**src/rtl/rob_alloc_commit_if.sv**
```systemverilog
// ROB-init booking channel between the register manager (master) and the
// reorder buffer (slave).
//   alloc_valid    master -> slave  booking request
//   alloc_ready    slave  -> master booking accepted when high with valid
//   alloc_wr       master -> slave  entry writes a destination register
//   alloc_areg     master -> slave  architectural destination
//   alloc_preg_new master -> slave  newly mapped physical register
//   alloc_preg_old master -> slave  previous mapping, freed at commit
//   alloc_direc    master -> slave  commit director (00 NORMAL, 01 FLUSH, 10 HALT)
//   alloc_done     master -> slave  entry complete at booking
//   alloc_tag      slave  -> master tag assigned to the current booking
interface rob_alloc_commit_if #(
  parameter int ENTRIES = 16,
  parameter int AREG_W  = 5,
  parameter int PREG_W  = 6,
  parameter int TAG_W   = $clog2(ENTRIES)
);
  logic              alloc_valid;
  logic              alloc_ready;
  logic              alloc_wr;
  logic [AREG_W-1:0] alloc_areg;
  logic [PREG_W-1:0] alloc_preg_new;
  logic [PREG_W-1:0] alloc_preg_old;
  logic [1:0]        alloc_direc;
  logic              alloc_done;
  logic [TAG_W-1:0]  alloc_tag;

  modport master (
    output alloc_valid, alloc_wr, alloc_areg, alloc_preg_new, alloc_preg_old,
           alloc_direc, alloc_done,
    input  alloc_ready, alloc_tag
  );

  modport slave (
    input  alloc_valid, alloc_wr, alloc_areg, alloc_preg_new, alloc_preg_old,
           alloc_direc, alloc_done,
    output alloc_ready, alloc_tag
  );
endinterface

```
**src/rtl/rob_alloc_commit.sv**
```systemverilog
// Reorder-buffer allocation and in-order commit engine.
//   clk, rst_n      clock, asynchronous active-low reset
//   alloc           booking channel (slave end), returns tag = tail index
//   cmpl_valid/tag  completion broadcast; marks a valid entry done
//   cmt_*           registered record of the entry retired at the last edge
//   flush           registered pulse: younger entries discarded
//   halted          sticky, set by a HALT retirement
//   count           occupied entries
module rob_alloc_commit #(
  parameter int ENTRIES = 16,
  parameter int TAG_W   = $clog2(ENTRIES),
  parameter int AREG_W  = 5,
  parameter int PREG_W  = 6
) (
  input  logic              clk,
  input  logic              rst_n,
  rob_alloc_commit_if.slave alloc,
  input  logic              cmpl_valid,
  input  logic [TAG_W-1:0]  cmpl_tag,
  output logic              cmt_valid,
  output logic              cmt_wr,
  output logic [AREG_W-1:0] cmt_areg,
  output logic [PREG_W-1:0] cmt_preg_new,
  output logic [PREG_W-1:0] cmt_preg_old,
  output logic              flush,
  output logic              halted,
  output logic [TAG_W:0]    count
);

  localparam logic [1:0] DIREC_FLUSH = 2'b01;
  localparam logic [1:0] DIREC_HALT  = 2'b10;

  logic [TAG_W:0]     head, tail;
  logic [TAG_W-1:0]   head_idx, tail_idx;
  logic [ENTRIES-1:0] ent_valid, ent_done;

  logic              ent_wr       [ENTRIES];
  logic [AREG_W-1:0] ent_areg     [ENTRIES];
  logic [PREG_W-1:0] ent_preg_new [ENTRIES];
  logic [PREG_W-1:0] ent_preg_old [ENTRIES];
  logic [1:0]        ent_direc    [ENTRIES];

  logic full, head_rdy, commit_fire, flush_now, do_flush, alloc_fire;

  always_comb begin
    head_idx    = head[TAG_W-1:0];
    tail_idx    = tail[TAG_W-1:0];
    full        = (head_idx == tail_idx) && (head[TAG_W] != tail[TAG_W]);
    head_rdy    = ent_valid[head_idx] && ent_done[head_idx];
    flush_now   = head_rdy && (ent_direc[head_idx] == DIREC_FLUSH);
    commit_fire = !halted && head_rdy;
    do_flush    = commit_fire && flush_now;
    alloc_fire  = alloc.alloc_valid && alloc.alloc_ready;
    count       = tail - head;
  end

  assign alloc.alloc_ready = !full && !halted && !flush_now;
  assign alloc.alloc_tag   = tail_idx;

  always_ff @(posedge clk or negedge rst_n) begin
    if (!rst_n) begin
      head         <= '0;
      tail         <= '0;
      ent_valid    <= '0;
      ent_done     <= '0;
      cmt_valid    <= 1'b0;
      cmt_wr       <= 1'b0;
      cmt_areg     <= '0;
      cmt_preg_new <= '0;
      cmt_preg_old <= '0;
      flush        <= 1'b0;
      halted       <= 1'b0;
    end else begin
      cmt_valid <= commit_fire;
      flush     <= do_flush;

      // Completion uses the pre-edge valid bit, so a same-cycle booking of
      // the target entry does not pick it up.
      if (cmpl_valid && ent_valid[cmpl_tag] && !do_flush)
        ent_done[cmpl_tag] <= 1'b1;

      if (alloc_fire) begin
        ent_valid[tail_idx] <= 1'b1;
        ent_done[tail_idx]  <= alloc.alloc_done;
        tail                <= tail + 1'b1;
      end

      if (commit_fire) begin
        cmt_wr              <= ent_wr[head_idx];
        cmt_areg            <= ent_areg[head_idx];
        cmt_preg_new        <= ent_preg_new[head_idx];
        cmt_preg_old        <= ent_preg_old[head_idx];
        ent_valid[head_idx] <= 1'b0;
        head                <= head + 1'b1;
        if (flush_now) begin
          // Booking is blocked while flush_now, so no tail write conflicts.
          ent_valid <= '0;
          tail      <= head + 1'b1;
        end
        if (ent_direc[head_idx] == DIREC_HALT)
          halted <= 1'b1;
      end
    end
  end

  always_ff @(posedge clk) begin
    if (alloc_fire) begin
      ent_wr[tail_idx]       <= alloc.alloc_wr;
      ent_areg[tail_idx]     <= alloc.alloc_areg;
      ent_preg_new[tail_idx] <= alloc.alloc_preg_new;
      ent_preg_old[tail_idx] <= alloc.alloc_preg_old;
      ent_direc[tail_idx]    <= alloc.alloc_direc;
    end
  end

endmodule

```
**src/flat_wrapper.sv**
```systemverilog
// flat-port wrapper written by rule: the top's interface ports become plain ports
module rob_alloc_commit_flat 
#(
  parameter int ENTRIES = 16,
  parameter int TAG_W   = $clog2(ENTRIES),
  parameter int AREG_W  = 5,
  parameter int PREG_W  = 6
)
  (clk, rst_n, cmpl_valid, cmpl_tag, cmt_valid, cmt_wr, cmt_areg, cmt_preg_new, cmt_preg_old, flush, halted, count, alloc_alloc_valid, alloc_alloc_wr, alloc_alloc_areg, alloc_alloc_preg_new, alloc_alloc_preg_old, alloc_alloc_direc, alloc_alloc_done, alloc_alloc_ready, alloc_alloc_tag);
  rob_alloc_commit_if #(.ENTRIES(ENTRIES), .AREG_W(AREG_W), .PREG_W(PREG_W), .TAG_W(TAG_W)) alloc_i ();
  input  logic clk;
  input  logic rst_n;
  input  logic cmpl_valid;
  input  logic [TAG_W-1:0] cmpl_tag;
  output logic cmt_valid;
  output logic cmt_wr;
  output logic [AREG_W-1:0] cmt_areg;
  output logic [PREG_W-1:0] cmt_preg_new;
  output logic [PREG_W-1:0] cmt_preg_old;
  output logic flush;
  output logic halted;
  output logic [TAG_W:0] count;
  input wire logic [$bits(alloc_i.alloc_valid)-1:0] alloc_alloc_valid;
  input wire logic [$bits(alloc_i.alloc_wr)-1:0] alloc_alloc_wr;
  input wire logic [$bits(alloc_i.alloc_areg)-1:0] alloc_alloc_areg;
  input wire logic [$bits(alloc_i.alloc_preg_new)-1:0] alloc_alloc_preg_new;
  input wire logic [$bits(alloc_i.alloc_preg_old)-1:0] alloc_alloc_preg_old;
  input wire logic [$bits(alloc_i.alloc_direc)-1:0] alloc_alloc_direc;
  input wire logic [$bits(alloc_i.alloc_done)-1:0] alloc_alloc_done;
  output wire logic [$bits(alloc_i.alloc_ready)-1:0] alloc_alloc_ready;
  output wire logic [$bits(alloc_i.alloc_tag)-1:0] alloc_alloc_tag;
  assign alloc_i.alloc_valid = alloc_alloc_valid;
  assign alloc_i.alloc_wr = alloc_alloc_wr;
  assign alloc_i.alloc_areg = alloc_alloc_areg;
  assign alloc_i.alloc_preg_new = alloc_alloc_preg_new;
  assign alloc_i.alloc_preg_old = alloc_alloc_preg_old;
  assign alloc_i.alloc_direc = alloc_alloc_direc;
  assign alloc_i.alloc_done = alloc_alloc_done;
  assign alloc_alloc_ready = alloc_i.alloc_ready;
  assign alloc_alloc_tag = alloc_i.alloc_tag;
  rob_alloc_commit #(.ENTRIES(ENTRIES), .TAG_W(TAG_W), .AREG_W(AREG_W), .PREG_W(PREG_W)) u_core (.clk(clk), .rst_n(rst_n), .alloc(alloc_i), .cmpl_valid(cmpl_valid), .cmpl_tag(cmpl_tag), .cmt_valid(cmt_valid), .cmt_wr(cmt_wr), .cmt_areg(cmt_areg), .cmt_preg_new(cmt_preg_new), .cmt_preg_old(cmt_preg_old), .flush(flush), .halted(halted), .count(count));
endmodule
```
**config.mk**
```make
export PLATFORM = sky130hd
export DESIGN_NAME = rob_alloc_commit_flat
export DESIGN_NICKNAME = d
export VERILOG_FILES = /design/src/rtl/rob_alloc_commit_if.sv /design/src/rtl/rob_alloc_commit.sv /design/src/flat_wrapper.sv
export SDC_FILE = /design/constraint.sdc
export NUM_CORES = 1
export LEC_CHECK = 0
export CAP_MARGIN = 0
export CORE_MARGIN = 5
export CORE_UTILIZATION = 40
export DETAILED_ROUTE_END_ITERATION = 6
export HOLD_SLACK_MARGIN = 0.08
export PLACE_DENSITY = 0.62
export SLEW_MARGIN = 10
export SYNTH_ARGS = -nofsm -noshare
export SYNTH_HDL_FRONTEND = slang
export SYNTH_SLANG_ARGS = --single-unit
export TNS_END_PERCENT = 20
```
**constraint.sdc**
```tcl
create_clock -name clk -period 4.6 [get_ports clk]
set_clock_uncertainty 0.1 [all_clocks]
set_input_delay 0.46 -clock clk [delete_from_list [all_inputs] [get_ports clk]]
set_output_delay 0.46 -clock clk [all_outputs]
set_load 0.02 [all_outputs]
```
==> impl_metrics.yaml <==
routing:
  vias_per_cell: 5.61
  dr.pass1.iters: 5
  ant_nets: 0
  drt-wirelength-per-cell_um: 25.5
  drt_iter0_drc: 772
  vias: 7864
  drcViolationCount: 0
  wl_um: 35700
critical_path:
  reg2reg_slack_ps: 780
  crit_required_ps: 4040
  crit_family: "simple AND/OR/NAND/NOR gates"
  crit_buf_inv: 1
  critPathArrivalTime_ps: 3710
  crit_path_max_incr_delay_ps: 730
  r2r_end: "u_core.ent_preg_new[13][0]"
  path_cells: "nand3b_1 -> a32oi_1 -> a41oi_1 -> nor3_2 -> and2_4 -> nor2_1 -> clkdlybuf4s50_1"
  crit_start: "u_core.head[1]"
  path_max_fanout: 49
  reg2reg_from: "u_core.head[3]"
  end_kind: "primary output"
  cp-start-kind: "register"
  crit_slowest_cell: "dfrtp_4"
  reg2reg_depth: 8
  crit_type: "register to primary output"
logic_synthesis:
  synthesis.nets: 816
  synthCells: 774
  synth_most_common_cell: "edfxtp_1"
  synth-seq-area-share_pct: 71.3
  yosys_warnings: 0
  async_flop_share_pct: 16.4
  yosys.cell_types.count: 51
  ys_top_cells_by_count: "edfxtp_1, mux4_2, dfrtp_1, a21oi_1, nand2_1"
  syn_area_per_cell_um2: 20.3
  ys_ff_latch: 383
  syn-cell-area_mm2: 0.0157
  synth_edf_count: 320
  netlist_top_cells_area: "edfxtp_1, mux4_2, dfrtp_1"
  synth_top_cell_by_area: "edfxtp_1"
  synthDominantCellAreaShare_pct: 61.3
  yosys_most_used_dff: "edfxtp_1"
outcome:
  status: "completed"
sta:
  finalSetupViolCount: 0
  rsz0062_at_grt: "no"
  worst_slack_ps: 325
  final-hold-violation-count: 0
  drv_slew: 0
  fin_crit_sh_pct: 92.9
  slew_headroom_pct: 39.7
  worst_pin_slew_ps: 903
  layout_min_cycle_time_ps: 4270
  fmax_mhz: 234
  tns_ps: 0
grt:
  met1_usage_pct: 25.8
  use_met2_pct: 23.8
  grt_max_degree: 50
  antenna_found_initial: 1
  grt_pass1_vias: 7987
  grt_pass1_wl_um: 53800
  grt-busiest-layer: "met1"
  grt_usage_pct: 16.4
  grt_remaining_overflow: 0
  grt_util_met3_pct: 3.03
clock_tree:
  cts_tree: "yes"
  clock_latency_ps: 530
  holdBufCountCts: 1
  cts_setup_buffers: 0
  clockBufferDepth: 3
  ctsResizeCount: 0
  cts_sinks: 383
  htree_levels: 2
  root_buffer: "clkbuf_16"
  numCtsBuffers: 39
  clk_pin_slew_worst_paths_ps: 60
flow_run:
  drv_cap: 0
pwr:
  ir_drop_uv: 305
  powerDensity_mw_per_mm2: 631
  p_leak_nw: 5.83
  design_power_total_mw: 11.5
final_layout:
  nets: 897
  drive_gt1_share_pct: 24.9
  syn2layout_area_growth_pct: 15.6
  seq_area_mm2: 0.0112
  nFillCells: 3269
  n_antenna_cell: 0
  multi_input_area_mm2: 0.00419
floorplanning:
  die_h_um: 208
  num_rows: 72
  dieWidth_um: 208
  start_util_pct: 40.5
  num_io_pins: 60
  core_area_mm2: 0.0387
  die_area_mm2: 0.0433
place:
  dpl.hpwl_um: 22200
  io_buffers: 59
  place_ws_ps: 837
  gp_congestion: 0.859
min_path:
  min_path_type: "primary input to async pin"
==> layout by cell type (no fill, tap or decap), drive strengths merged, types with 2 or more instances in the layout <==
master,synthesis,routed
a21o,2,2
a21oi,25,25
a22o,2,2
a22oi,3,3
a31o,2,2
a31oi,14,14
a32oi,4,4
a41oi,5,5
and2,2,2
and3,3,3
buf,33,27
bufinv,0,4
clkbuf,13,53
clkdlybuf4s50,0,58
clkinv,0,10
clkinvlp,0,3
dfrtp,63,63
edfxtp,320,320
ha,12,12
inv,13,14
mux2,18,18
mux2i,17,17
mux4,98,98
nand2,21,21
nand2b,4,4
nand3,9,9
nand3b,10,10
nand4,7,7
nor2,12,12
nor2b,5,5
nor3,2,2
nor3b,2,2
nor4,12,12
nor4b,2,2
o21ai,5,5
o22a,15,15
or4,2,2
xnor2,10,10
xor2,3,3
==> per-layer routing <==
metal	share of wire, %	wire length (µm)
met1	47	16900
met2	44	15800
met3	6.3	2240
met4	2.2	771
met5	0	0
==> worst max-delay path by stage <==
| stage | depth (start not counted) | slack (ps) | to |
|---|---|---|---|
| 2_1_floorplan | 11 | 410 | u_core.ent_areg[7][0] |
| 3_3_place_gp | 7 | 880 | count[4] |
| 3_5_place_dp | 8 | 840 | u_core.ent_areg[13][2] |
| 4_1_cts | 7 | 280 | alloc_alloc_ready |
| 5_1_grt | 7 | 150 | alloc_alloc_ready |
| 6_report | 7 | 330 | alloc_alloc_ready |
==> report_power, final <==
part | total [mW] | switching [mW] | internal [mW]
clock | 3.12 | 1.30 | 1.82
sequential | 4.56 | 0.417 | 4.15
combinational | 3.77 | 2.00 | 1.77
==> registers in the layout, summed over array words and instances (netlist names), 6 cells and up <==
name                 flops
u_core.ent_preg_new     96
u_core.ent_preg_old     96
u_core.ent_areg         80
u_core.ent_direc        32
u_core.ent_done         16
u_core.ent_valid        16
u_core.ent_wr           16
u_core.cmt_preg_new      6
u_core.cmt_preg_old      6
==> logic make-up after synthesis <==
group / after synthesis / synth area share, %
flip-flops: 383 / 71.3
AO/OA/AOI/OAI: 80 / 3.69
multiplexers: 133 / 16.4
XOR/XNOR: 13 / 0.726
buffers and inverters: 59 / 2.03
adder cells (fa/ha/maj): 13 / 1.08
AND/OR/NAND/NOR: 93 / 4.69
==> stage by stage <==
stage               cell area (µm²)  instances  util (%)  hold slack, ps
floorplan                     15700        774         -            64.4
global placement              16900       1331      43.6             370
detailed placement            16900       1331      43.6             382
CTS                           18100       1403      46.8             396
global route                  18100       1403      46.8             415
finish                        18100       1403      46.8             394
==> final cells by class <==
cell class,instances,area share (%)
repair buffers,86,4.44
clock inverters,18,1.18
flip-flops and latches,383,61.7
well taps,518,3.57
inverters,13,0.269
multi-input cells,332,23.1
clock buffers,53,5.73
Note: power is estimated with default switching activity, not from simulation.
